===== config.mk =====
export PLATFORM = sky130hd
export DESIGN_NAME = ddab_seq_flat
export DESIGN_NICKNAME = d
export VERILOG_FILES = /design/src/rtl/ddab_seq_if.sv /design/src/rtl/ddab_seq.sv /design/src/flat_wrapper.sv
export SDC_FILE = /design/constraint.sdc
export NUM_CORES = 1
export LEC_CHECK = 0
export ABC_CLOCK_PERIOD_IN_PS = 3100
export BUFFER_PORTS_ARGS = -buffer_cell sky130_fd_sc_hd__buf_2
export CAP_MARGIN = 20
export CORE_MARGIN = 4
export CORE_UTILIZATION = 58
export DETAILED_ROUTE_END_ITERATION = 16
export GPL_TIMING_DRIVEN = 0
export PLACE_DENSITY = 0.78
export SETUP_SLACK_MARGIN = 0.02
export SLEW_MARGIN = 20
export SYNTH_ARGS = -nofsm -noshare
export SYNTH_HDL_FRONTEND = slang
export SYNTH_SLANG_ARGS = --single-unit

===== constraint.sdc =====
create_clock -name clk -period 3.1 [get_ports clk]
set_input_delay 0 -clock clk [delete_from_list [all_inputs] [get_ports clk]]
set_output_delay 0 -clock clk [all_outputs]
set_load 0.05 [all_outputs]

===== src/rtl/ddab_seq_if.sv =====
// rtl/ddab_seq_if.sv - request/result handshake bundle for ddab_seq
interface ddab_seq_if #(parameter int WIDTH = 8);
   logic             in_valid;
   logic             in_ready;
   logic [WIDTH-1:0] bin;
   logic             out_valid;
   logic             out_ready;
   logic [3:0]       tens;
   logic [3:0]       ones;
   logic             ovf;
   logic             busy;

   modport master (
      output in_valid, bin, out_ready,
      input  in_ready, out_valid, tens, ones, ovf, busy
   );

   modport slave (
      input  in_valid, bin, out_ready,
      output in_ready, out_valid, tens, ones, ovf, busy
   );
endinterface


===== src/rtl/ddab_seq.sv =====
// rtl/ddab_seq.sv - sequential double-dabble binary to 2-digit BCD converter; macro DDAB_SEQ_SAT_EN saturates results above 99 to 99
module ddab_seq #(
   parameter int WIDTH = 8
) (
   input logic       clk,
   input logic       rst,
   ddab_seq_if.slave bus
);
   typedef enum logic [1:0] {IDLE, SHIFT, DONE} state_t;

   localparam logic [3:0] LAST = 4'(WIDTH - 1);

   state_t             state_q, state_d;
   logic [WIDTH-1:0]   sr_q;
   logic [11:0]        acc_q;
   logic [3:0]         cnt_q;
   logic [3:0]         tens_q, ones_q;
   logic               ovf_q;

   logic [11:0]        acc_adj;
   logic [WIDTH+11:0]  shifted;
   logic [11:0]        acc_next;
   logic [WIDTH-1:0]   sr_next;
   logic               last_shift;

   function automatic logic [3:0] dabble(input logic [3:0] n);
      return (n >= 4'd5) ? n + 4'd3 : n;
   endfunction

   // One double-dabble step: correct each digit, then shift the whole chain left
   always_comb begin
      acc_adj  = {dabble(acc_q[11:8]), dabble(acc_q[7:4]), dabble(acc_q[3:0])};
      shifted  = {acc_adj, sr_q} << 1;
      acc_next = shifted[WIDTH+11:WIDTH];
      sr_next  = shifted[WIDTH-1:0];
   end

   assign last_shift = (cnt_q == LAST);

   // State register
   always_ff @(posedge clk or posedge rst) begin
      if (rst) state_q <= IDLE;
      else     state_q <= state_d;
   end

   // Next-state logic and state-decoded handshake outputs
   always_comb begin
      state_d       = state_q;
      bus.in_ready  = 1'b0;
      bus.out_valid = 1'b0;
      bus.busy      = 1'b0;
      unique case (state_q)
         IDLE: begin
            bus.in_ready = 1'b1;
            if (bus.in_valid) state_d = SHIFT;
         end
         SHIFT: begin
            bus.busy = 1'b1;
            if (last_shift) state_d = DONE;
         end
         DONE: begin
            bus.out_valid = 1'b1;
            if (bus.out_ready) state_d = IDLE;
         end
         default: state_d = IDLE;
      endcase
   end

   // Datapath: load on accept, shift while converting, capture digits on the final shift
   always_ff @(posedge clk or posedge rst) begin
      if (rst) begin
         sr_q   <= '0;
         acc_q  <= '0;
         cnt_q  <= '0;
         tens_q <= '0;
         ones_q <= '0;
         ovf_q  <= 1'b0;
      end else begin
         if (state_q == IDLE && bus.in_valid) begin
            sr_q  <= bus.bin;
            acc_q <= '0;
            cnt_q <= '0;
         end else if (state_q == SHIFT) begin
            sr_q  <= sr_next;
            acc_q <= acc_next;
            cnt_q <= cnt_q + 4'd1;
            if (last_shift) begin
               ovf_q <= (acc_next[11:8] != 4'd0);
`ifdef DDAB_SEQ_SAT_EN
               if (acc_next[11:8] != 4'd0) begin
                  tens_q <= 4'd9;
                  ones_q <= 4'd9;
               end else begin
                  tens_q <= acc_next[7:4];
                  ones_q <= acc_next[3:0];
               end
`else
               tens_q <= acc_next[7:4];
               ones_q <= acc_next[3:0];
`endif
            end
         end
      end
   end

   assign bus.tens = tens_q;
   assign bus.ones = ones_q;
   assign bus.ovf  = ovf_q;
endmodule


===== src/flat_wrapper.sv =====
// flat-port wrapper written by rule: the top's interface ports become plain ports
module ddab_seq_flat 
#(
   parameter int WIDTH = 8
)
  (clk, rst, bus_in_valid, bus_bin, bus_out_ready, bus_in_ready, bus_out_valid, bus_tens, bus_ones, bus_ovf, bus_busy);
  ddab_seq_if #(.WIDTH(WIDTH)) bus_i ();
  input logic clk;
  input logic rst;
  input wire logic [$bits(bus_i.in_valid)-1:0] bus_in_valid;
  input wire logic [$bits(bus_i.bin)-1:0] bus_bin;
  input wire logic [$bits(bus_i.out_ready)-1:0] bus_out_ready;
  output wire logic [$bits(bus_i.in_ready)-1:0] bus_in_ready;
  output wire logic [$bits(bus_i.out_valid)-1:0] bus_out_valid;
  output wire logic [$bits(bus_i.tens)-1:0] bus_tens;
  output wire logic [$bits(bus_i.ones)-1:0] bus_ones;
  output wire logic [$bits(bus_i.ovf)-1:0] bus_ovf;
  output wire logic [$bits(bus_i.busy)-1:0] bus_busy;
  assign bus_i.in_valid = bus_in_valid;
  assign bus_i.bin = bus_bin;
  assign bus_i.out_ready = bus_out_ready;
  assign bus_in_ready = bus_i.in_ready;
  assign bus_out_valid = bus_i.out_valid;
  assign bus_tens = bus_i.tens;
  assign bus_ones = bus_i.ones;
  assign bus_ovf = bus_i.ovf;
  assign bus_busy = bus_i.busy;
  ddab_seq #(.WIDTH(WIDTH)) u_core (.clk(clk), .rst(rst), .bus(bus_i));
endmodule

Word level (Yosys, flattened, before mapping)
Index checks and enable logic that the tools add are counted.
{"block": "classes", "addsub": 4, "order_cmp": 3, "n_eq_ne": 6, "mux": 16, "bitwise": 1, "reduce_logical": 6}
{"operator": "12-bit 2-to-1 mux", "n": 2}
{"operator": "4-bit 2-to-1 mux", "n": 4}
{"operator": "8-bit 2-to-1 mux", "n": 2}
{"operator": "4-bit by 3-bit >= comparator with 1-bit output, second input constant", "n": 3}
{"operator": "4-bit by 2-bit adder with 4-bit output, second input constant", "n": 2}
{"operator": "2-bit 2-to-1 mux", "n": 3}
{"operator": "2-bit case mux with 3 select lines", "n": 1}
{"operator": "3-bit AND reduction", "n": 2}
{"operator": "4-bit by 1-bit adder with 4-bit output, second input constant", "n": 1}
{"operator": "4-bit by 3-bit == test with 1-bit output, second input constant", "n": 1}
{"operator": "2-bit != test, second input constant", "n": 2}
{"operator": "4-bit nonzero test", "n": 1}
{"operator": "3-bit by 2-bit adder with 3-bit output, second input constant", "n": 1}
{"operator": "1-bit 2-to-1 mux", "n": 3}
{"operator": "3-bit 2-to-1 mux", "n": 1}
{"operator": "2-bit by 1-bit == test with 1-bit output, second input constant", "n": 1}
{"operator": "2-bit == test, second input constant", "n": 1}
{"operator": "2-bit zero test", "n": 1}
{"operator": "2-bit by 1-bit != test with 1-bit output, second input constant", "n": 1}
{"operator": "2-bit nonzero test", "n": 1}
{"operator": "1-bit logical AND", "n": 1}
{"operator": "1-bit inverter", "n": 1}
{"block": "word_totals", "ff_bits": 35, "inputBits": 12, "output_inout_bits": 12}

Longest topological paths before layout
Gate-level depths: netlist (run 1).
{"block": "depth", "word_depth": 4, "ltp_mapped": 6, "ltp_nobuf": 6}

Worst setup path before layout (run 1)
Ideal clock, no wire load.
{"block": "synth_path", "path_type": "register -> register", "start": "register u_core.acc_q[0]", "end": "register u_core.ones_q[2] (netlist: u_core.bus.ones[2])", "arrival_ns": 1.500, "required_ns": 3.005, "slack_ns": 1.505, "stages_incl_launch_ff": 6, "period_less_slack_ns": 1.595, "cell_sequence": "dfrtp_1 -> ha_1 -> nand2b_1 -> a21oi_1 -> mux2_2 -> o31ai_1"}
{"block": "synth_between", "elab_chain_len": 2, "elab_cells_between_ends": 3, "classes_between": "add/sub: 1; order compare: 1; mux: 1"}
{"element": "start: declaration", "line_no": "ddab_seq.sv:15", "source": "logic [11:0] acc_q;"}
{"element": "start signal: assignment", "line_no": "ddab_seq.sv:85", "source": "acc_q <= acc_next;"}
{"element": "4-bit by 2-bit adder with 4-bit output / 4-bit by 3-bit >= comparator with 1-bit output (equally long branches)", "line_no": "ddab_seq.sv:27", "source": "return (n >= 4'd5) ? n + 4'd3 : n;"}
{"element": "4-bit 2-to-1 mux (*)", "line_no": "ddab_seq.sv:27"}
{"element": "end signal: assignment", "line_no": "ddab_seq.sv:99", "source": "ones_q <= acc_next[3:0];"}
{"element": "end: declaration", "line_no": "ddab_seq.sv:17", "source": "logic [3:0] tens_q, ones_q;"}
Mark *: on every way between the ends. The rest lies on a longest branch, timed or not.
A chain may end at the register's enable or synchronous reset.

Worst setup path after layout (run 1)
{"block": "layout_path", "start": "register u_core.state_q[1]", "end": "output port bus_busy"}
{"block": "layout_between", "elab_chain_len": 2}
{"element": "start: declaration", "line_no": "ddab_seq.sv:13", "source": "state_t state_q, state_d;"}
{"element": "start signal: assignment", "line_no": "ddab_seq.sv:43", "source": "else state_q <= state_d;"}
{"element": "2-bit by 1-bit == test with 1-bit output", "line_no": "ddab_seq.sv:52", "source": "unique case (state_q)"}
{"element": "1-bit 2-to-1 mux", "line_no": "ddab_seq.sv:52"}
{"element": "end: declaration", "line_no": "flat_wrapper.sv:18", "source": "output wire logic [$bits(bus_i.busy)-1:0] bus_busy;"}
No other way between the ends.

==> results of run 1 <==
==> logic make-up (layout without fill, tap and decap cells) <==
kind of cell	after synthesis	count (layout)	share of synthesized area [%]
adder cells (fa/ha/maj)	7	7	5.14
buffers and inverters	18	58	4.62
AO/OA/AOI/OAI	56	56	21.6
flip-flops	35	35	51.4
multiplexers	7	7	4.55
XOR/XNOR	2	2	1.03
AND/OR/NAND/NOR	39	39	11.7
==> cell usage after synthesis, types with 2 or more instances <==
cell	count
dfrtp_1	35
o21ai_0	20
nand2_1	18
a22o_1	10
inv_1	10
nor2_1	8
a21oi_1	7
a22oi_1	7
ha_1	7
mux2_2	6
nand2b_1	4
buf_2	3
clkbuf_1	3
o31ai_1	3
a21o_1	2
a31oi_1	2
buf_4	2
nor2b_1	2
nor3b_1	2
xnor2_1	2
==> worst max-delay path, stage by stage, from the launching register on <==
cell	delay (ns)
dfrtp_1	0.36
buf_2	0.18
inv_1	0.14
nand2_1	0.20
inv_1	0.31
buf_2	0.33
==> power by group through the flow <==
stage          sequential (W)  combinational (W)  clock [W]
3_3_place_gp         0.000810            0.00107          0
6_report             0.000823            0.00114   0.000259
4_1_cts              0.000817            0.00113   0.000257
2_1_floorplan        0.000985           0.000691          0
3_5_place_dp         0.000827            0.00112          0
5_1_grt              0.000853            0.00126   0.000290
==> final timing paths <==
path | start | endpoint | slack [ns] | cells after the start
min in group asynchronous | rst | u_core.bus.ones[3]$_DFFE_PP0P_ | 0.30 | 3
max in group asynchronous | rst | u_core.cnt_q[3]$_DFFE_PP0P_ | 2.32 | 3
setup reg to reg | u_core.acc_q[0]$_DFFE_PP0P_ | u_core.bus.ones[2]$_DFFE_PP0P_ | 1.32 | 5
setup / recovery | u_core.state_q[1]$_DFFE_PP0P_ | bus_busy | 1.23 | 5
hold reg to reg | u_core.bus.ovf$_DFFE_PP0P_ | u_core.bus.ovf$_DFFE_PP0P_ | 0.50 | 1
hold / removal | bus_in_valid | u_core.state_q[0]$_DFFE_PP0P_ | 0.03 | 3
==> registers in the layout, summed over array words and instances (netlist names) <==
name,flops
u_core.bus.ovf,1
u_core.acc_q,12
u_core.bus.ones,4
u_core.bus.tens,4
u_core.cnt_q,4
u_core.state_q,2
u_core.sr_q,8
==> cell usage in the layout (no fill, tap or decap), drive strengths merged, types with 2 or more instances in the layout <==
cell type    instances
dfrtp               35
buf                 28
o21ai               21
nand2               18
a22o                10
dlygate4sd3         10
inv                 10
nor2                 9
clkbuf               9
a22oi                7
a21oi                7
ha                   7
mux2                 6
nand2b               4
o31ai                3
nor2b                2
xnor2                2
nor3b                2
a31oi                2
a21o                 2
==> area by class of cell <==
cell class	count	share of cell area, %
buffer	8	2.05
clock buffer	6	2.55
clock inverter	1	0.248
inverter	10	1.86
multi-input combinational	111	37.2
sequential	35	43.5
tap	31	1.92
timing repair buffer	33	10.7
==> per-stage QoR <==
step	setup slack (ns)	area, µm²
after floorplan	1.50	1710
after global placement	1.42	1860
after detailed placement	1.35	1860
after CTS	1.26	2020
after global routing	1.11	2020
final	1.23	2020
==> layer usage <==
metal	part of all wire [%]	vias to the layer above	global-route usage (%)
met1	39	706	25.6
met5	0	-	0
met4	2.9	0	14.4
li1	-	666	-
met2	51	60	36.4
met3	7.1	18	8.65
==> repair_timing <==
| action | CTS | global route |
|---|---|---|
| buffers inserted | 0 | 0 |
| endpoints found under the setup margin | 0 | 0 |
| hold endpoints to repair | 44 | 0 |
| hold buffers | 10 | 0 |
==> impl_metrics.csv, run 1 <==
group,metric,value,unit
outcome,status,"finished clean",
cts,h-tree-depth,2,
detailed_routing,drt_first_pass_iters,4,
floorplanning,die_x,62.2,µm
detailed_routing,drcViolationCount,0,
placed_design,port_buffers,23,
yosys,synth_nets,183,
final_layout,utilization,72.5,%
critical_path,critPathMaxFanout,9,
detailed_routing,antenna_left,0,
critical_path,worstPathRequired,3.10,ns
cts,tritoncts,"built",
timing,max_freq,535,MHz
detailed_routing,vias_per_cell,6.17,
placed_design,place_hpwl,2.57,mm
power,clkPwrFrac,11.7,%
floorplanning,io_pins,24,
final_layout,multi_input_comb_area,751,µm²
placed_design,dp_cells,218,
flow_run,maxCapViolations,0,
yosys,synth_edf_count,0,
power,switching_share,46.2,%
detailed_routing,wl_per_cell,17.0,µm
timing,whs,0.0296,ns
hold_path,holdCritPathClass,"input port to register",
timing,tightest_slew,0.719,ns
yosys,netlist_instances,164,
floorplanning,core_area,2780,µm²
yosys,synth_ff_type,"dfrtp_1",
critical_path,endpoint_kind,"output pin",
timing,maxSlewHeadroom,52.0,%
floorplanning,initial_core_util,61.3,%
final_layout,instances_no_fill,235,
yosys,synth_cell_types,31,
timing,min_period_over_period,60.3,%
timing,drv_slew,0,
final_layout,drive_above_1_share,22.5,%
power,power_frac_comb,51.2,%
yosys,yosysWarnings,0,
cts,cts_inserted_buffers,5,
global_routing,grt_pass1_vias,1569,
global_routing,grt_overflow,0,
placed_design,gp_congestion,0.775,
final_layout,area_delta_synth_final,18.2,%
final_layout,regArea,876,µm²
cts,cts_resized,0,
timing,hold_viol,0,
global_routing,grt_use_total,22.9,%
critical_path,crit_path_start_kind,"register",
yosys,yosysSeqAreaShare,51.4,%
yosys,syn_area,1710,µm²
detailed_routing,drt_iter0_markers,83,
yosys,synth_area_leaders,"dfrtp_1 (51%), o21ai_0 (5.9%), a22o_1 (5.1%)",
yosys,synth-seq-cells,35,
global_routing,antenna_found_initial,0,
cts,clk_path_buf_depth,2,
cts,clock_latency,0.35,ns
yosys,synth_area_per_cell,10.4,µm²
timing,rsz0062_at_grt,"no",
power,p_leak,0.978,nW
detailed_routing,drt-total-wl,4.00,mm
power,power_switching,0.00102,W
timing,post-route-min-period,1.87,ns
yosys,synthArstFlopShare,100,%
yosys,synth_top_area_cell,"dfrtp_1",
yosys,synth_top_area_share,51.4,%
timing,setup_tns,0,ns
power,peakVddDrop,0.859,mV
global_routing,grt_max_degree,36,
floorplanning,placementRows,19,
final_layout,fillers,203,
power,p_total,0.00222,W
power,power.internal,0.00119,W
timing,skew,0.0123,ns
cts,clock_sinks,35,
power,pwr-share-seq,37.1,%
critical_path,cp.arrival,1.87,ns
detailed_routing,via_count,1450,
global_routing,grt_pass1_wl,7.01,mm
floorplanning,dieArea,3870,µm²
cts,clk_pin_slew,0.10,ns
final_layout,n_antenna_cell,0,
power,power.density,1100,nW/µm²
floorplanning,chipHeight,62.2,µm
final_layout,nNetsFinal,223,
cts,clock-root-buffer,"clkbuf_4",
critical_path,crit_type,"register to output pin",
timing,setup_violations,0,
Power figures use the tool's default switching activity.
==> run 2: changes to the inputs <==
- ABC_CLOCK_PERIOD_IN_PS: 3100 -> 1600
- CORE_UTILIZATION: 58 -> 50
- PLACE_DENSITY: 0.78 -> 0.71
- clock period: 3.1 -> 1.6 ns (I/O delays scaled with it)
==> run 2 against run 1 <==
Effect of this change: sequential power grew 98%; die area grew 14%; final cell count grew 11%; worst setup slack lost 1.2 ns; routed wire length is essentially flat; design area grew 14%; global-route usage shrank 2.9 points; clock power grew 110%; via count shrank 1.3%; power grew 130%; clock-buffer cell count grew 2; critical path type is now register to register.
==> impl_metrics.csv, run 2 (synthesis gave the netlist of run 1 again) <==
group,metric,value,unit
placed_design,pre_cts_ws,-0.0968,ns
final_layout,largest_reg_flops,12,
detailed_routing,via_count,1431,
critical_path,critPathMaxFanout,3,
timing,skew,0.00310,ns
critical_path,critPathCapture,"u_core.bus.tens[1]$_DFFE_PP0P_",
final_layout,nNetsFinal,235,
power,pwr-share-seq,32.5,%
final_layout,mostFrequentLayoutCells,"dfrtp_1 (34), buf_2 (24), o21ai_0 (19)",
timing,maxSlewHeadroom,52.5,%
timing,tightest_slew,0.712,ns
timing,max_freq,649,MHz
final_layout,reg_top3,"u_core.acc_q (12), u_core.sr_q (8)",
placed_design,port_buffers,23,
critical_path,crit_type,"register to register",
detailed_routing,vias_per_cell,5.48,
global_routing,grt_pass1_wl,6.50,mm
power,switching_share,44.4,%
timing,post-route-min-period,1.54,ns
floorplanning,initial_core_util,54.1,%
power,p_leak,1.05,nW
global_routing,antenna_found_initial,0,
power,peakVddDrop,1.20,mV
detailed_routing,drt-total-wl,4.01,mm
critical_path,reg2regPathDepth,7,
cts,tritoncts,"built",
critical_path,crit_path_start_kind,"register",
timing,setup_violations,0,
critical_path,cp.arrival,1.78,ns
cts,clock-root-buffer,"clkbuf_4",
critical_path,worstPathRequired,1.84,ns
timing,hold_viol,0,
cts,clock_latency,0.34,ns
floorplanning,placementRows,20,
critical_path,regToRegEndpoint,"u_core.bus.tens[1]$_DFFE_PP0P_",
timing,setup_tns,0,ns
placed_design,gp_congestion,0.829,
timing,worst_slack,0.0588,ns
global_routing,grt_max_degree,36,
hold_path,holdCritPathClass,"input port to register",
final_layout,n_antenna_cell,0,
floorplanning,dieArea,4410,µm²
cts,clk_path_buf_depth,2,
detailed_routing,wl_per_cell,15.4,µm
timing,min_period_over_period,96.3,%
critical_path,endpoint_kind,"register",
critical_path,critPathLaunch,"u_core.acc_q[5]$_DFFE_PP0P_",
floorplanning,die_x,66.4,µm
critical_path,crit_family,"flip-flops",
outcome,status,"finished clean",
detailed_routing,antenna_left,0,
power,power_switching,0.00223,W
timing,rsz0062_at_grt,"yes",
final_layout,fillers,250,
placed_design,place_hpwl,2.61,mm
critical_path,ff2ff_setup_slack,0.06,ns
placed_design,dp_cells,231,
critical_path,r2r-start,"u_core.acc_q[5]$_DFFE_PP0P_",
power,power.density,2190,nW/µm²
cts,cts_inserted_buffers,5,
final_layout,layout_commonest_cell,"dfrtp_1",
timing,drv_slew,0,
detailed_routing,drcViolationCount,0,
final_layout,multi_input_comb_area,893,µm²
critical_path,crit_chain,"inv_2 -> ha_1 -> nand2b_4 -> a21oi_4 -> buf_4 -> xnor2_1 -> mux2_2",
final_layout,regArea,877,µm²
global_routing,grt_overflow,0,
detailed_routing,drt_first_pass_iters,4,
floorplanning,core_area,3150,µm²
detailed_routing,drt_iter0_markers,49,
floorplanning,io_pins,24,
power,power_frac_comb,56.6,%
cts,h-tree-depth,2,
power,power.internal,0.00279,W
critical_path,crit_buf_inv,2,
final_layout,area_delta_synth_final,34.6,%
floorplanning,chipHeight,66.4,µm
flow_run,maxCapViolations,0,
cts,clk_pin_slew,0.10,ns
global_routing,grt_pass1_vias,1391,
global_routing,grt_use_total,20.0,%
critical_path,cpPeakStageDelay,0.40,ns
cts,clock_sinks,35,
power,clkPwrFrac,10.9,%
timing,whs,0.0391,ns
final_layout,drive_above_1_share,38.2,%
final_layout,regMostFlops,"u_core.acc_q",
final_layout,instances_no_fill,261,
critical_path,path_depth,7,
critical_path,crit_slowest_cell,"dfrtp_1",
run 2: cell count changes in the layout (fill, tap and decap cells not counted), sizes merged:
cell,before,now
buf,28,40
clkinv,1,0
clkbuf,9,11
run 2: layout make-up:
class / count / area share [%]
Buffer: 8 / 2.07
Clock buffer: 8 / 3.00
Inverter: 10 / 1.63
Multi-Input combinational cell: 111 / 38.9
Sequential cell: 35 / 38.2
Tap cell: 44 / 2.40
Timing Repair Buffer: 45 / 13.8
run 2: worst register-to-register path: cells and delay by family (launching register included):
kind,cells,cell delay [ns]
mux,1,0.27
simple gates,1,0.15
fa+ha+maj,1,0.17
flops,1,0.40
xor+xnor,1,0.08
compound gates,1,0.16
buf+inv,2,0.21
run 2: repair_timing:
item / CTS / global route
hold buffers: 10 / 0
hold endpoints to repair: 44 / 0
pin swaps: 3 / 4
gates resized for setup: 14 / 29
buffers inserted: 6 / 6
endpoints found under the setup margin: 9 / 11
run 2: worst min path at each step:
stage / start / endpoint / slack (ns) / cells past startpoint
after floorplan: rst / u_core.acc_q[0]$_DFFE_PP0P_ / 0.15 / 1
after global placement: bus_out_ready / u_core.state_q[1]$_DFFE_PP0P_ / 0.26 / 3
after detailed placement: rst / u_core.sr_q[6]$_DFFE_PP0P_ / 0.16 / 2
after CTS: bus_in_valid / u_core.state_q[0]$_DFFE_PP0P_ / 0.03 / 3
after global routing: bus_in_valid / u_core.state_q[0]$_DFFE_PP0P_ / 0.04 / 3
final: bus_in_valid / u_core.state_q[0]$_DFFE_PP0P_ / 0.04 / 3
run 2: stage by stage:
step           total power (W)  utilization (%)  cell area (µm²)
3_3_place_gp           0.00366             59.6             1880
4_1_cts                0.00460             67.9             2140
5_1_grt                0.00539             72.8             2300
2_1_floorplan          0.00326                -             1710
3_5_place_dp           0.00378             59.6             1880
6_report               0.00502             72.8             2300
run 2: power groups by stage:
stage	logic, W	clock network [W]	registers (W)
2_1_floorplan	0.00135	0	0.00191
3_3_place_gp	0.00209	0	0.00158
3_5_place_dp	0.00218	0	0.00160
4_1_cts	0.00245	0.000558	0.00159
5_1_grt	0.00308	0.000616	0.00168
6_report	0.00284	0.000547	0.00163
run 2: metal layers:
metal	wire length [µm]	global-route usage [%]	share of wire, %
met1	1700	24.3	42
met2	2090	33.5	52
met3	183	6.63	4.6
met4	35	6.09	0.87
met5	0	0	0
